==> config.mk <==
export PLATFORM = sky130hd
export DESIGN_NAME = cache_ctrl
export DESIGN_NICKNAME = d
export VERILOG_FILES = /design/src/rtl/cache_ctrl.sv
export SDC_FILE = /design/constraint.sdc
export NUM_CORES = 1
export LEC_CHECK = 0
export CORE_AREA = 4 4 479 481
export DETAILED_ROUTE_END_ITERATION = 16
export DIE_AREA = 0 0 483 485
export PLACE_DENSITY_LB_ADDON = 0.25
export SLEW_MARGIN = 20
export SYNTH_ARGS = -nofsm -noshare
export SYNTH_HDL_FRONTEND = slang
export SYNTH_SLANG_ARGS = --single-unit
==> constraint.sdc <==
create_clock -name clk -period 4 [get_ports clk]
set_input_delay 0.8 -clock clk [delete_from_list [all_inputs] [get_ports clk]]
set_output_delay 0.8 -clock clk [all_outputs]
set_load 0.01 [all_outputs]
==> src/rtl/cache_ctrl.sv <==
// rtl/cache_ctrl.sv - 8-way set lookup/refill controller with per-set round-robin victim selection
// Optional saturating hit/miss counters are built when CACHE_CTRL_STATS_EN is defined.
module cache_ctrl #(
  parameter int ADDR_W      = 32,
  parameter int SET_BITS    = 3,
  parameter int OFFSET_BITS = 5
) (
  input  logic                     clk,
  input  logic                     reset,
  input  logic                     req_valid,
  input  logic [ADDR_W-1:0]        req_addr,
  output logic                     req_ready,
  output logic                     resp_valid,
  output logic                     resp_hit,
  output logic [255:0]             resp_data,
  output logic [(1<<SET_BITS)-1:0] set_out,
  output logic                     hit,
  output logic                     mem_write,
  output logic [7:0]               way_sel,
  output logic                     viv_out,
  output logic [23:0]              tag_out,
  output logic [255:0]             line_out,
  input  logic [31:0]              halt_tags,
  input  logic                     way_viv,
  input  logic [19:0]              way_main_tag,
  input  logic [255:0]             way_data,
  output logic                     mem_rd_req,
  output logic [ADDR_W-1:0]        mem_rd_addr,
  input  logic                     mem_rd_ack,
  input  logic [255:0]             mem_rd_data,
  output logic [15:0]              hit_count,
  output logic [15:0]              miss_count
);
  localparam int NUM_SETS = 1 << SET_BITS;
  localparam int LINE_W   = ADDR_W - OFFSET_BITS;

  typedef enum logic [2:0] {
    S_IDLE, S_LOOKUP, S_SELECT, S_COMPARE, S_MISS, S_FILL, S_RESP
  } state_t;

  state_t                     state_q, state_d;
  logic [LINE_W-1:0]          addr_q, addr_d;
  logic [7:0]                 cand_q, cand_d;
  logic [255:0]               data_q, data_d;
  logic [255:0]               line_q, line_d;
  logic [23:0]                tag_q, tag_d;
  logic                       hit_q, hit_d;
  logic [NUM_SETS-1:0][2:0]   ptr_q, ptr_d;

  logic [SET_BITS-1:0]        set_idx;
  logic [23:0]                req_tag;
  logic [7:0]                 halt_match;
  logic [7:0]                 first_cand;
  logic [7:0]                 cand_rest;

  assign set_idx    = addr_q[SET_BITS-1:0];
  assign req_tag    = addr_q[LINE_W-1:SET_BITS];
  assign first_cand = cand_q & (~cand_q + 8'd1);
  assign cand_rest  = cand_q & ~first_cand;

  always_comb begin
    halt_match = '0;
    for (int i = 0; i < 8; i++) begin
      halt_match[i] = (halt_tags[4*i +: 4] == req_tag[3:0]);
    end
  end

  always_comb begin
    state_d     = state_q;
    addr_d      = addr_q;
    cand_d      = cand_q;
    data_d      = data_q;
    line_d      = line_q;
    tag_d       = tag_q;
    hit_d       = hit_q;
    ptr_d       = ptr_q;
    req_ready   = 1'b0;
    resp_valid  = 1'b0;
    set_out     = NUM_SETS'(1) << set_idx;
    way_sel     = '0;
    mem_write   = 1'b0;
    viv_out     = 1'b0;
    mem_rd_req  = 1'b0;
    mem_rd_addr = '0;
    case (state_q)
      S_IDLE: begin
        req_ready = 1'b1;
        set_out   = '0;
        if (req_valid) begin
          addr_d  = req_addr[ADDR_W-1:OFFSET_BITS];
          state_d = S_LOOKUP;
        end
      end
      S_LOOKUP: begin
        cand_d  = halt_match;
        state_d = (halt_match != '0) ? S_SELECT : S_MISS;
      end
      S_SELECT: begin
        way_sel = first_cand;
        state_d = S_COMPARE;
      end
      S_COMPARE: begin
        way_sel = first_cand;
        if (way_viv && (way_main_tag == req_tag[23:4])) begin
          data_d  = way_data;
          hit_d   = 1'b1;
          state_d = S_RESP;
        end else begin
          cand_d  = cand_rest;
          state_d = (cand_rest != '0) ? S_SELECT : S_MISS;
        end
      end
      S_MISS: begin
        mem_rd_req  = 1'b1;
        mem_rd_addr = {addr_q, {OFFSET_BITS{1'b0}}};
        if (mem_rd_ack) begin
          data_d  = mem_rd_data;
          line_d  = mem_rd_data;
          tag_d   = req_tag;
          hit_d   = 1'b0;
          state_d = S_FILL;
        end
      end
      S_FILL: begin
        // Victim is purely round-robin; way validity is deliberately not consulted.
        way_sel          = 8'b1 << ptr_q[set_idx];
        mem_write        = 1'b1;
        viv_out          = 1'b1;
        ptr_d[set_idx]   = ptr_q[set_idx] + 3'd1;
        state_d          = S_RESP;
      end
      S_RESP: begin
        resp_valid = 1'b1;
        state_d    = S_IDLE;
      end
      default: state_d = S_IDLE;
    endcase
  end

  always_ff @(posedge clk) begin
    if (reset) begin
      state_q <= S_IDLE;
      addr_q  <= '0;
      cand_q  <= '0;
      data_q  <= '0;
      line_q  <= '0;
      tag_q   <= '0;
      hit_q   <= 1'b0;
      ptr_q   <= '0;
    end else begin
      state_q <= state_d;
      addr_q  <= addr_d;
      cand_q  <= cand_d;
      data_q  <= data_d;
      line_q  <= line_d;
      tag_q   <= tag_d;
      hit_q   <= hit_d;
      ptr_q   <= ptr_d;
    end
  end

  assign resp_hit  = hit_q;
  assign resp_data = data_q;
  assign tag_out   = tag_q;
  assign line_out  = line_q;
  assign hit       = 1'b0;

`ifdef CACHE_CTRL_STATS_EN
  logic [15:0] hit_cnt_q, hit_cnt_d, miss_cnt_q, miss_cnt_d;

  always_comb begin
    hit_cnt_d  = hit_cnt_q;
    miss_cnt_d = miss_cnt_q;
    if (state_q == S_RESP) begin
      if (hit_q && hit_cnt_q != 16'hFFFF) hit_cnt_d = hit_cnt_q + 16'd1;
      if (!hit_q && miss_cnt_q != 16'hFFFF) miss_cnt_d = miss_cnt_q + 16'd1;
    end
  end

  always_ff @(posedge clk) begin
    if (reset) begin
      hit_cnt_q  <= '0;
      miss_cnt_q <= '0;
    end else begin
      hit_cnt_q  <= hit_cnt_d;
      miss_cnt_q <= miss_cnt_d;
    end
  end

  assign hit_count  = hit_cnt_q;
  assign miss_count = miss_cnt_q;
`else
  assign hit_count  = '0;
  assign miss_count = '0;
`endif
endmodule
==> results by group <==
Finish
  • Final core occ: 19.3%
  • Number of nets in the layout: 4,614
  • Layout cell share with drive strength beyond 1: 6.98%
  • P&R area growth vs syn: 73.3%
  • Commonest non-fill, non-tap cell in the layout: clkdlybuf4s50_1
  • Commonest non-fill, non-tap cells in the layout: clkdlybuf4s50_1, nand2_1, dfxtp_1

CTS
  • Clock tree buffer depth: 3
  • Clk Latency, worst-skew pair: 0.68 ns
  • Clk slew on worst S/H paths: 0.06 ns
  • Hold Buf Count CTS: 0
  • Cts bufs inserted: 84
  • CTS sink cnt: 599
  • # H-tree levels: 3
  • Root Buffer: clkbuf_16
  • CTS tree: done

Floorplan
  • Die W: 483 µm
  • Die area: 0.234 mm²
  • Die height: 485 µm
  • Starting Density: 11.2%
  • IO Pins: 1,224
  • Rows: 174
  • Core area: 0.225 mm²

Drt
  • Antenna-violating nets left: 0
  • Drt wl/cell: 24.3 µm
  • Starting DRT DRC Count: 1,110
  • Detailed Route WL: 172,000 µm
  • Residual DRC count: 0
  • Vias: 25,793
  • DR vias/cell: 3.64
  • 1st-pass router iterations: 5

Yosys
  • Dominant synthesized flop cell: dfxtp_1
  • Compound-cell area share of the yosys netlist: 15.3%
  • Avg Inst Size Synth: 8.71 µm²
  • Mux share of post-synthesis cell area: 11.3%
  • Post-synth cell types: 46
  • Seq cells post-synth: 599
  • EDFF count, synth: 0
  • Synth warn: 0
  • Asr flop ratio synth: 0%
  • Post-Synthesis Cells: 2,878
  • Adder-cell share of the synthesized area: 0.299%
  • Seq/Total Area, Yosys: 47.8%
  • Simple-Gate Fraction of Synth Area: 17.2%
  • Syn Std Cell Area: 0.0251 mm²
  • Main combinational cell family by area after synthesis: simple AND/OR/NAND/NOR gates
  • Synth Area in XOR/XNOR: 1.82%

Worst setup path
  • Reg-to-reg slack, setup: 0.71 ns
  • CP Capture Type: output port
  • Startpoint Class: register
  • Crit path kind: reg2out
  • CP Launch Point: addr_q[0]
  • Reg2reg start: addr_q[23]
  • Critical path arrival: 3.01 ns
  • Critical path peak fanout: 8
  • Worst EP required: 3.20 ns

Power
  • Peak VDD IR: 0.259 mV
  • Pwr Density: 440 mW/mm²
  • Lkg Pwr: 13.9 nW
  • Total Power: 19.1 mW

Timing
  • Worst slew pin tran: 0.909 ns
  • Rel. slew slack: 39.4%
  • Max Slew Vio Count: 0
  • Max Fclk: 263 MHz
  • Final min period: 3.81 ns
  • Fin crit share: 95.2%
  • Final setup fails: 0
  • Fin. Hold Viols: 0
  • Clk_skew: 0.0184 ns

Global route
  • Largest net degree at the start of global routing: 119
  • Initial antenna violation count: 104
  • First-pass GRT wire length: 230,000 µm
  • Vias in the first global route: 26,134
  • GRT Total Usage: 14.0%
  • Global route total overflow: 0

Min path
  • Hold Crit Start: line_out[63]
  • Hold Path Class: reg2reg

Flow run
  • Total of max-cap violations: 0

Placement
  • Port-buffer cells: 1,180
  • Post-DP HPWL: 137,000 µm
  • Placer Congestion: 0.870

Outcome
  • Outcome: finished, final reports clean
==> metrics by stage <==
step / std cells / worst slack [ns] / hold slack, ns / instance area, µm² / setup TNS [ns]
floorplan: 2915 / 0.826 / 0.451 / 25200 / 0
global placement: 6909 / 0.0908 / 0.443 / 40600 / 0
detailed placement: 6909 / 0.0754 / 0.446 / 40600 / 0
CTS: 7057 / 0.0330 / 0.453 / 43400 / 0
global route: 7068 / -0.00317 / 0.466 / 43400 / -0.00317
finish: 7081 / 0.191 / 0.450 / 43500 / 0
==> Yosys cell counts (2+ instances only) <==
| master | instances | area share [%] |
|---|---|---|
| o31ai_1 | 7 | 0.21 |
| and2_1 | 29 | 0.72 |
| buf_1 | 6 | 0.090 |
| buf_2 | 30 | 0.60 |
| a21oi_1 | 326 | 6.5 |
| nor3b_1 | 2 | 0.060 |
| mux4_2 | 6 | 0.54 |
| a2111oi_0 | 2 | 0.070 |
| dfxtp_1 | 599 | 48 |
| nand4_1 | 2 | 0.050 |
| xnor2_1 | 4 | 0.14 |
| nor3_1 | 270 | 5.4 |
| nand3_1 | 3 | 0.060 |
| mux2i_1 | 269 | 11 |
| nor2_1 | 35 | 0.52 |
| nor4_1 | 16 | 0.40 |
| nand2_1 | 644 | 9.6 |
| clkbuf_1 | 197 | 2.9 |
| a32o_1 | 3 | 0.12 |
| inv_1 | 5 | 0.075 |
| buf_6 | 24 | 1.1 |
| a211oi_1 | 265 | 7.9 |
| ha_1 | 6 | 0.30 |
| nand2b_1 | 5 | 0.12 |
| o21ai_0 | 11 | 0.22 |
| buf_4 | 45 | 1.3 |
| xor2_1 | 48 | 1.7 |
==> per-layer routing <==
metal  track usage (%)  routed length (µm)  vias to the layer above
li1                  -                   -                    12281
met1              16.2               68800                    12064
met2              22.3               77800                     1122
met3              7.19               19500                      260
met4              4.32                5290                       66
met5                 0                 437                        -
==> what timing repair did <==
item / 4_1_cts / 5_1_grt
setup endpoints to repair: 8 / 3
setup buffers: 1 / 3
pin swaps: 0 / 0
resized for setup: 11 / 2
==> kinds of logic (layout without fill, tap and decap cells) <==
logic type	after synthesis	after routing
AOI/OAI and AO/OA	621	621
muxes	275	275
other	1	59
adders and majority gates	6	6
xor gates and xnor gates	52	52
DFF	599	599
and+or+nand+nor	1013	1013
buffers and inverters	311	1464
==> final timing paths <==
| check | endpoint | depth (start not counted) |
|---|---|---|
| setup / recovery | way_sel[7] | 8 |
| hold / removal | line_out[63] | 2 |
| setup reg to reg | resp_data[119] | 8 |
| hold reg to reg | line_out[63] | 2 |
==> layout make-up <==
type / instances / area [µm²]
Antenna cell: 21 / 52.6
Fill cell: 25110 / 181000
Multi-Input combinational cell: 2005 / 11700
Clock buffer: 119 / 2480
Timing Repair Buffer: 1310 / 13200
Sequential cell: 599 / 12000
Inverter: 7 / 26.3
Tap cell: 2992 / 3740
Clock inverter: 28 / 273
==> worst max-delay path, stage by stage, from the launching register on <==
cell	delay, ns
dfxtp_4	0.42
mux4_2	0.51
mux2i_1	0.19
buf_4	0.19
inv_1	0.07
ha_1	0.20
ha_1	0.18
a32o_1	0.24
dlygate4sd2_1	0.32
==> sequential cells by signal, summed over array words and instances, names as in the netlist <==
register,cells
state_q,3
cand_q,8
tag_out,24
resp_data,256
resp_hit,1
line_out,256
ptr_q,24
addr_q,27
==> power breakdown <==
part / total (mW) / switching (mW) / leakage (nW) / internal (mW)
registers: 6.79 / 0.342 / 4.85 / 6.44
logic: 4.71 / 2.45 / 7.71 / 2.26
clock network: 7.62 / 3.12 / 1.36 / 4.50
total: 19.1 / 5.91 / 13.9 / 13.2
(Power assumes the default switching activity.)
